===== src/rtl/pcler_counter_if.sv =====
// Interface for the loadable up/down counter: control/data toward the counter,
// count and status flags back.
interface pcler_counter_if #(
  parameter int WIDTH  = 8,
  parameter int WRAP_W = 4
);
  logic              load;
  logic [WIDTH-1:0]  load_val;
  logic              en;
  logic              inhibit;
  logic              dir;
  logic              oneshot;
  logic [WIDTH-1:0]  reload_val;
  logic [WIDTH-1:0]  count;
  logic              tc;
  logic              wrap;
  logic              done;
  logic [WRAP_W-1:0] wrap_cnt;

  modport master (
    output load, load_val, en, inhibit, dir, oneshot, reload_val,
    input  count, tc, wrap, done, wrap_cnt
  );

  modport slave (
    input  load, load_val, en, inhibit, dir, oneshot, reload_val,
    output count, tc, wrap, done, wrap_cnt
  );
endinterface


===== src/rtl/pcler_counter.sv =====
// Programmable timer/divider: loadable up/down counter that reloads or stops at
// terminal count, with a registered wrap pulse and a saturating wrap counter.
module pcler_counter #(
  parameter int WIDTH  = 8,
  parameter int WRAP_W = 4
) (
  input logic            clk,
  input logic            rst_n,
  pcler_counter_if.slave bus
);

  typedef enum logic {
    RUN  = 1'b0,
    STOP = 1'b1
  } mode_t;

  mode_t             mode;
  logic [WIDTH-1:0]  count_q;
  logic              wrap_q;
  logic [WRAP_W-1:0] wrap_cnt_q;
  logic [WIDTH-1:0]  terminal;
  logic              active;
  logic              at_tc;

  // Terminal value follows the direction seen in this cycle, not a registered copy.
  assign terminal = bus.dir ? '0 : '1;
  assign active   = bus.en & ~bus.inhibit & ~bus.load & (mode == RUN);
  assign at_tc    = active & (count_q == terminal);

  always_ff @(posedge clk) begin
    // NOTE: sequential state uses non-blocking assignments so every register
    // samples pre-edge values; reset is synchronous, so it lives inside the edge.
    if (!rst_n) begin
      mode       <= RUN;
      count_q    <= '0;
      wrap_q     <= 1'b0;
      wrap_cnt_q <= '0;
    end else if (bus.load) begin
      mode       <= RUN;
      count_q    <= bus.load_val;
      wrap_q     <= 1'b0;
      wrap_cnt_q <= '0;
    end else if (!active) begin
      wrap_q <= 1'b0;
    end else if (!at_tc) begin
      count_q <= bus.dir ? count_q - 1'b1 : count_q + 1'b1;
      wrap_q  <= 1'b0;
    end else if (!bus.oneshot) begin
      count_q <= bus.reload_val;
      wrap_q  <= 1'b1;
      if (wrap_cnt_q != '1) wrap_cnt_q <= wrap_cnt_q + 1'b1;
    end else begin
      // One-shot: park on the terminal value until the next load.
      mode   <= STOP;
      wrap_q <= 1'b0;
    end
  end

  assign bus.count    = count_q;
  assign bus.tc       = at_tc;
  assign bus.wrap     = wrap_q;
  assign bus.done     = (mode == STOP);
  assign bus.wrap_cnt = wrap_cnt_q;

endmodule

===== src/flat_wrapper.sv =====
// flat-port wrapper written by rule: the top's interface ports become plain ports
module pcler_counter_flat 
#(
  parameter int WIDTH  = 8,
  parameter int WRAP_W = 4
)
  (clk, rst_n, bus_load, bus_load_val, bus_en, bus_inhibit, bus_dir, bus_oneshot, bus_reload_val, bus_count, bus_tc, bus_wrap, bus_done, bus_wrap_cnt);
  pcler_counter_if #(.WIDTH(WIDTH), .WRAP_W(WRAP_W)) bus_i ();
  input logic clk;
  input logic rst_n;
  input wire logic [$bits(bus_i.load)-1:0] bus_load;
  input wire logic [$bits(bus_i.load_val)-1:0] bus_load_val;
  input wire logic [$bits(bus_i.en)-1:0] bus_en;
  input wire logic [$bits(bus_i.inhibit)-1:0] bus_inhibit;
  input wire logic [$bits(bus_i.dir)-1:0] bus_dir;
  input wire logic [$bits(bus_i.oneshot)-1:0] bus_oneshot;
  input wire logic [$bits(bus_i.reload_val)-1:0] bus_reload_val;
  output wire logic [$bits(bus_i.count)-1:0] bus_count;
  output wire logic [$bits(bus_i.tc)-1:0] bus_tc;
  output wire logic [$bits(bus_i.wrap)-1:0] bus_wrap;
  output wire logic [$bits(bus_i.done)-1:0] bus_done;
  output wire logic [$bits(bus_i.wrap_cnt)-1:0] bus_wrap_cnt;
  assign bus_i.load = bus_load;
  assign bus_i.load_val = bus_load_val;
  assign bus_i.en = bus_en;
  assign bus_i.inhibit = bus_inhibit;
  assign bus_i.dir = bus_dir;
  assign bus_i.oneshot = bus_oneshot;
  assign bus_i.reload_val = bus_reload_val;
  assign bus_count = bus_i.count;
  assign bus_tc = bus_i.tc;
  assign bus_wrap = bus_i.wrap;
  assign bus_done = bus_i.done;
  assign bus_wrap_cnt = bus_i.wrap_cnt;
  pcler_counter #(.WIDTH(WIDTH), .WRAP_W(WRAP_W)) u_core (.clk(clk), .rst_n(rst_n), .bus(bus_i));
endmodule

===== config.mk =====
export PLATFORM = sky130hd
export DESIGN_NAME = pcler_counter_flat
export DESIGN_NICKNAME = d
export VERILOG_FILES = /design/src/rtl/pcler_counter_if.sv /design/src/rtl/pcler_counter.sv /design/src/flat_wrapper.sv
export SDC_FILE = /design/constraint.sdc
export NUM_CORES = 1
export LEC_CHECK = 0
export ABC_CLOCK_PERIOD_IN_PS = 4100
export BUFFER_PORTS_ARGS = -buffer_cell sky130_fd_sc_hd__buf_2
export CAP_MARGIN = 25
export CORE_ASPECT_RATIO = 1.5
export CORE_UTILIZATION = 40
export DETAILED_ROUTE_END_ITERATION = 8
export GPL_TIMING_DRIVEN = 0
export MAX_ROUTING_LAYER = met4
export PLACE_DENSITY_LB_ADDON = 0.15
export SLEW_MARGIN = 20
export SYNTH_ARGS = -nofsm -noshare
export SYNTH_HDL_FRONTEND = slang
export SYNTH_SLANG_ARGS = --single-unit

===== constraint.sdc =====
create_clock -name clk -period 4.1 [get_ports clk]
set_clock_uncertainty 0.15 [all_clocks]
set_input_delay 0.205 -clock clk [delete_from_list [all_inputs] [get_ports clk]]
set_output_delay 0.205 -clock clk [all_outputs]
set_load 0.02 [all_outputs]

==> flow_metrics.env, run 1 <==
export IMPL_outcome="finished clean"
export IMPL_rrSetupSlack_ns=1.65
export IMPL_netlist_top_cells_area="dfxtp_1, ha_1, nand2_1"
export IMPL_crit_buf_inv=1
export IMPL_power_density_nw_per_um2=307.7
export IMPL_drv_cap=0
export IMPL_clkPwrFrac_pct=31.6
export IMPL_cts_resized=0
export IMPL_holdWs_ns=0.06622
export IMPL_drt_iter0_drc=38
export IMPL_worst_pin_slew_ns=0.6802
export IMPL_synth_edff_count=0
export IMPL_cts_path_max_buffers=2
export IMPL_drcViolationCount=0
export IMPL_switchingPower_uw=140.0
export IMPL_final_area_um2=1401
export IMPL_hold_path_class="input pin to flop"
export IMPL_layoutNonFillerInstCount=216
export IMPL_max_freq_mhz=404.1
export IMPL_swShare_pct=32.46
export IMPL_fillers=283
export IMPL_drt_total_wl_um=3182
export IMPL_crit_family="compound AO/OA/AOI/OAI gates"
export IMPL_antennaDiodeCount=0
export IMPL_syn_cell_area_um2=1120
export IMPL_drive_above_1_share_pct=28.49
export IMPL_rsz0062_at_grt="no"
export IMPL_cts_tree="done"
export IMPL_fp_dieH_um=66.80
export IMPL_crit_type="flop to primary output"
export IMPL_grt_pass1_vias=1143
export IMPL_peakVddDrop_mv=0.3052
export IMPL_slew_viol_final=0
export IMPL_numPortBuffers=36
export IMPL_drtPass1Iterations=4
export IMPL_cts_setup_buffers=0
export IMPL_synth_nets=170
export IMPL_synthCells=139
export IMPL_hpwl_um=2545
export IMPL_cts_sinks=14
export IMPL_intPower_uw=291.2
export IMPL_antenna_found_initial=0
export IMPL_ys_flop_type="dfxtp_1"
export IMPL_avgSynthCellArea_um2=8.056
export IMPL_synth_top_area_share_pct=25.03
export IMPL_setup_viol=0
export IMPL_die_w_um=45.20
export IMPL_holdBufCountCts=0
export IMPL_grt_max_degree=11
export IMPL_num_vias=1228
export IMPL_via_per_inst=5.685
export IMPL_worst_setup_path_start_kind="flop"
export IMPL_die_area_um2=3019
export IMPL_cp_data_required_time_ns=3.74
export IMPL_p_leak_nw=0.6307
export IMPL_root_buffer="clkbuf_8"
export IMPL_cts_buffers=3
export IMPL_synth_yosys_seq_area_share_pct=25.03
export IMPL_crit_arrival_ns=2.12
export IMPL_placedCellCount=212
export IMPL_cpPeakStageDelay_ns=0.64
export IMPL_pre_cts_slack_ns=1.620
export IMPL_placedInstanceArea_um2=1346
export IMPL_fin_crit_ns=2.474
export IMPL_initial_core_util_pct=41.84
export IMPL_num_rows=23
export IMPL_antenna_left=0
export IMPL_ys_seq_elements=14
export IMPL_cpMaxStageDelayCell="a2111oi_4"
export IMPL_grt_use_total_pct=23.77
export IMPL_fin_nets=211
export IMPL_htreeDepth=1
export IMPL_clkTransAtPathRegs_ns=0.06
export IMPL_core_area_um2=2676
export IMPL_synth_largest_area_cell="dfxtp_1"
export IMPL_wire_per_inst_um=14.73
export IMPL_finalPower_uw=431.2
export IMPL_ioPinCount=38
export IMPL_crit_fanout=7
export IMPL_place_gp_congestion=0.8169
export IMPL_tns_ns=0
export IMPL_synth_cell_types=45
export IMPL_clock_latency_ns=0.24
export IMPL_pwr_share_comb_pct=32.9
export IMPL_finalWorstSetupSlack_ns=1.626
export IMPL_area_delta_synth_final_pct=25.14
export IMPL_yosysWarnings=0
export IMPL_end_kind="primary output"
export IMPL_grt_pass1_wl_um=5202
export IMPL_async_flop_share_pct=0
export IMPL_finalHoldViolCount=0
export IMPL_relSlewSlack_pct=54.55
export IMPL_overflow=0
export IMPL_cp_cell_sequence="ha_1, nand4_1, a2111oi_4, buf_2"
export IMPL_timing_final_crit_share_pct=60.35
export IMPL_power_frac_seq_pct=35.6
export IMPL_final_core_util_pct=52.36
## power by group through the flow
stage / registers, mW / logic (mW) / clock network, mW
2_1_floorplan: 0.164 / 0.0894 / 0
3_3_place_gp: 0.156 / 0.136 / 0
3_5_place_dp: 0.156 / 0.141 / 0
4_1_cts: 0.153 / 0.142 / 0.138
5_1_grt: 0.154 / 0.157 / 0.144
6_report: 0.153 / 0.142 / 0.136
## path summary, 6_finish.rpt
| path | start | end | depth (start not counted) |
|---|---|---|---|
| worst max register to register | u_core.bus.count[4] | u_core.bus.wrap_cnt[3] | 6 |
| worst max-delay path | u_core.bus.count[4] | bus_tc | 4 |
| worst min-delay path | bus_load_val[5] | u_core.bus.count[5] | 2 |
| worst min register to register | u_core.bus.count[2] | u_core.bus.count[2] | 2 |
## synthesized netlist by cell type (2+ instances only)
| cell | instances |
|---|---|
| a221oi_1 | 2 |
| o211ai_1 | 2 |
| a211oi_1 | 2 |
| nor3_1 | 3 |
| nor2b_1 | 4 |
| dfxtp_1 | 14 |
| nand3_1 | 5 |
| o221ai_1 | 2 |
| a31oi_1 | 4 |
| mux2i_1 | 2 |
| a31o_2 | 2 |
| nor2_1 | 11 |
| nand4_1 | 2 |
| xor2_1 | 3 |
| nand2b_1 | 2 |
| clkbuf_1 | 3 |
| xnor2_1 | 2 |
| nand2_1 | 16 |
| mux2_2 | 3 |
| inv_1 | 8 |
| a21o_1 | 2 |
| ha_1 | 7 |
| o21ai_0 | 7 |
| a21oi_1 | 10 |
## sequential cells by signal (all words and copies together) (netlist names)
signal / cells
u_core.bus.count: 8
u_core.bus.done: 1
u_core.bus.wrap: 1
u_core.bus.wrap_cnt: 4
## per-layer routing
metal	track usage (%)	share of wire [%]	wire, um	vias up
li1	-	-	-	601
met1	29.16	40	1283	587
met2	40.22	54	1720	36
met3	2.439	4.7	150	4
met4	6.818	0.85	27	0
met5	-	0	0	-
## layout by cell type, fill, tap and decap left out, types with 3 or more instances in the layout
cell / instances
a21oi_1: 10
a31oi_1: 4
buf_2: 37
clkbuf_1: 3
clkbuf_8: 4
dfxtp_1: 14
ha_1: 7
inv_1: 8
mux2_2: 3
nand2_1: 16
nand3_1: 5
nor2_1: 11
nor2b_1: 4
nor3_1: 3
o21ai_0: 7
xor2_1: 3
## cells by family (layout without fill, tap and decap cells)
kind of cell / count (synthesis) / after routing / synth area share [%]
simple gates: 51 / 51 / 23.35
compound gates: 44 / 44 / 29.16
flops: 14 / 14 / 25.03
buf+inv: 12 / 52 / 4.134
fa+ha+maj: 8 / 8 / 9.609
xor+xnor: 5 / 5 / 3.911
mux: 5 / 5 / 4.804
## final cells by class
class / instances / area (um^2) / share of cell area [%]
repair buffers: 36 / 180.2 / 12.86
inverters: 8 / 30.03 / 2.143
clock buffers: 4 / 55.05 / 3.929
flip-flops and latches: 14 / 280.3 / 20.00
plain buffers: 4 / 16.27 / 1.161
multi-input cells: 113 / 793.3 / 56.61
well taps: 37 / 46.29 / 3.304
No activity file was read; power rests on OpenSTA's default activity.
==> inputs of run 2 (changes only) <==
ABC_AREA = 1   (was not set)
ABC_CLOCK_PERIOD_IN_PS = 2500   (was 4100)
clock period = 2.5 ns   (was 4.1 ns; I/O delays follow)
==> run 2 against run 1 <==
The flow now finishes with violations (negative hold slack). Synthesized cell count rose by 40%. Die area grew 2.8%. Count of clock-buffer cells in the layout did not move. Sequential share of layout area is 0.59 points lower. Register-to-register slack got worse by 1.2 ns. Hold slack worse by 0.067 ns. Critical path depth grew 4.
==> flow_metrics.env, run 2 <==
export IMPL_worst_pin_slew_ns=0.5239
export IMPL_synth_nets=226
export IMPL_synth_most_common_cell="nand2_1"
export IMPL_cp_data_required_time_ns=2.23
export IMPL_worst_setup_path_start_kind="flop"
export IMPL_cts_tree="done"
export IMPL_cts_sinks=14
export IMPL_avgSynthCellArea_um2=5.910
export IMPL_violations="negative hold slack"
export IMPL_grt_use_total_pct=22.97
export IMPL_placedCellCount=268
export IMPL_peakVddDrop_mv=0.4568
export IMPL_antennaDiodeCount=0
export IMPL_drt_iter0_drc=26
export IMPL_drt_total_wl_um=2865
export IMPL_place_gp_congestion=0.8423
export IMPL_finalWorstSetupSlack_ns=0.4319
export IMPL_wire_per_inst_um=10.49
export IMPL_synth_top_area_share_pct=24.32
export IMPL_layout_common_cells="nand2_1, buf_2, inv_1"
export IMPL_core_area_um2=2705
export IMPL_numPortBuffers=36
export IMPL_grt_pass1_vias=1251
export IMPL_cts_buffers=3
export IMPL_relSlewSlack_pct=65.07
export IMPL_synth_edff_count=0
export IMPL_drcViolationCount=0
export IMPL_num_rows=23
export IMPL_drtPass1Iterations=4
export IMPL_hold_path_class="input pin to flop"
export IMPL_fin_nets=268
export IMPL_pre_cts_slack_ns=0.4990
export IMPL_cts_setup_buffers=0
export IMPL_hpwl_um=2330
export IMPL_end_kind="primary output"
export IMPL_largest_reg_flops=8
export IMPL_clkTransAtPathRegs_ns=0.06
export IMPL_yosys_top_cells_count="nand2_1, inv_1, nand3_1, nor2_1, a21oi_1"
export IMPL_timing_final_crit_share_pct=82.72
export IMPL_die_w_um=45.83
export IMPL_die_area_um2=3104
export IMPL_slew_viol_final=0
export IMPL_final_core_util_pct=53.38
export IMPL_drv_cap=0
export IMPL_synthCells=195
export IMPL_netlist_top_cells_area="dfxtp_1, nand2_1, inv_1"
export IMPL_num_vias=1295
export IMPL_max_freq_mhz=483.5
export IMPL_crit_fanout=5
export IMPL_htreeDepth=1
export IMPL_crit_arrival_ns=1.79
export IMPL_ioPinCount=38
export IMPL_p_leak_nw=0.8230
export IMPL_antenna_left=0
export IMPL_finalHoldViolCount=1
export IMPL_tns_ns=0
export IMPL_grt_pass1_wl_um=5064
export IMPL_rsz0062_at_grt="no"
export IMPL_syn_cell_area_um2=1152
export IMPL_synth_cell_types=22
export IMPL_ys_seq_elements=14
export IMPL_drive_above_1_share_pct=21.19
export IMPL_outcome="finished with violations"
export IMPL_initial_core_util_pct=42.60
export IMPL_holdWs_ns=-0.001167
export IMPL_async_flop_share_pct=0
export IMPL_cts_path_max_buffers=2
export IMPL_via_per_inst=4.744
export IMPL_yosysWarnings=0
export IMPL_layoutNonFillerInstCount=273
export IMPL_final_common_cell="nand2_1"
export IMPL_overflow=0
export IMPL_antenna_found_initial=0
export IMPL_root_buffer="clkbuf_8"
export IMPL_synth_largest_area_cell="dfxtp_1"
export IMPL_fin_crit_ns=2.068
export IMPL_setup_viol=0
export IMPL_fp_dieH_um=67.74
export IMPL_synth_yosys_seq_area_share_pct=24.32
export IMPL_finalPower_uw=678.5
export IMPL_area_delta_synth_final_pct=25.30
export IMPL_clock_latency_ns=0.25
export IMPL_ys_flop_type="dfxtp_1"
export IMPL_grt_max_degree=11
export IMPL_power_density_nw_per_um2=469.9
export IMPL_crit_type="flop to primary output"
## run 2: cell count changes in the layout (fill, tap and decap cells not counted), moves of 3 or more
cell,previous run,this run
nand2_1,16,64
a21oi_1,10,16
o21ai_0,7,4
nand3_1,5,21
inv_1,8,28
mux2_2,3,0
nor2_1,11,21
a31oi_1,4,0
nor2b_1,4,0
## run 2: worst paths after layout
check	start	to	slack [ns]	cells after the start
max	u_core.bus.count[4]	bus_tc	0.43	8
min	bus_load_val[3]	u_core.bus.count[3]	-0.001	3
max reg2reg	u_core.bus.count[0]	u_core.bus.count[6]	0.49	12
min reg2reg	u_core.bus.done	u_core.bus.done	0.32	2
## run 2: final cells by class
class / instances / area, um^2
fill: 324 / 1261
timing repair buffer: 37 / 190.2
buffer: 3 / 20.02
tap: 37 / 46.29
multi-input combinational: 149 / 743.2
inverter: 29 / 108.9
sequential: 14 / 280.3
clock buffer: 4 / 55.05
## run 2: worst max-delay path: stages (launching register included)
cell and delay (ns):
dfxtp_1 0.32, ha_1 0.34, nand2_1 0.10, nor2_2 0.15, nand2_2 0.09, nor2_4 0.14
nand2_2 0.10, inv_1 0.12, buf_2 0.18
## run 2: where the power goes
group,switching (mW),internal [mW]
registers,0.0103,0.234
logic,0.125,0.0819
clock network,0.0871,0.140
total,0.223,0.456
## run 2: layer usage
layer	track usage [%]	vias up	part of all wire [%]
li1	-	691	-
met1	24.92	565	41
met2	40.54	31	53
met3	2.406	8	3.1
met4	10.66	0	3.4
met5	-	-	0
## run 2: per-stage QoR
step,instance area [um^2],hold slack (ns)
floorplan,1152,0.05333
global placement,1379,0.2123
detailed placement,1379,0.2172
CTS,1444,0.001773
global route,1444,0.02231
finish,1444,-0.001167
## run 2: what timing repair did
| action | CTS | global route |
|---|---|---|
| hold buffers | 1 | 0 |
| resized for setup | 0 | 0 |
| hold endpoints to repair | 1 | 0 |
| endpoints found under the setup margin | 0 | 0 |
## run 2: cell families after synthesis
kind of cell    synth area share, %
compound gates                9.120
xor+xnor                      3.801
fa+ha+maj                     9.337
buf+inv                       11.18
flops                         24.32
simple gates                  42.24
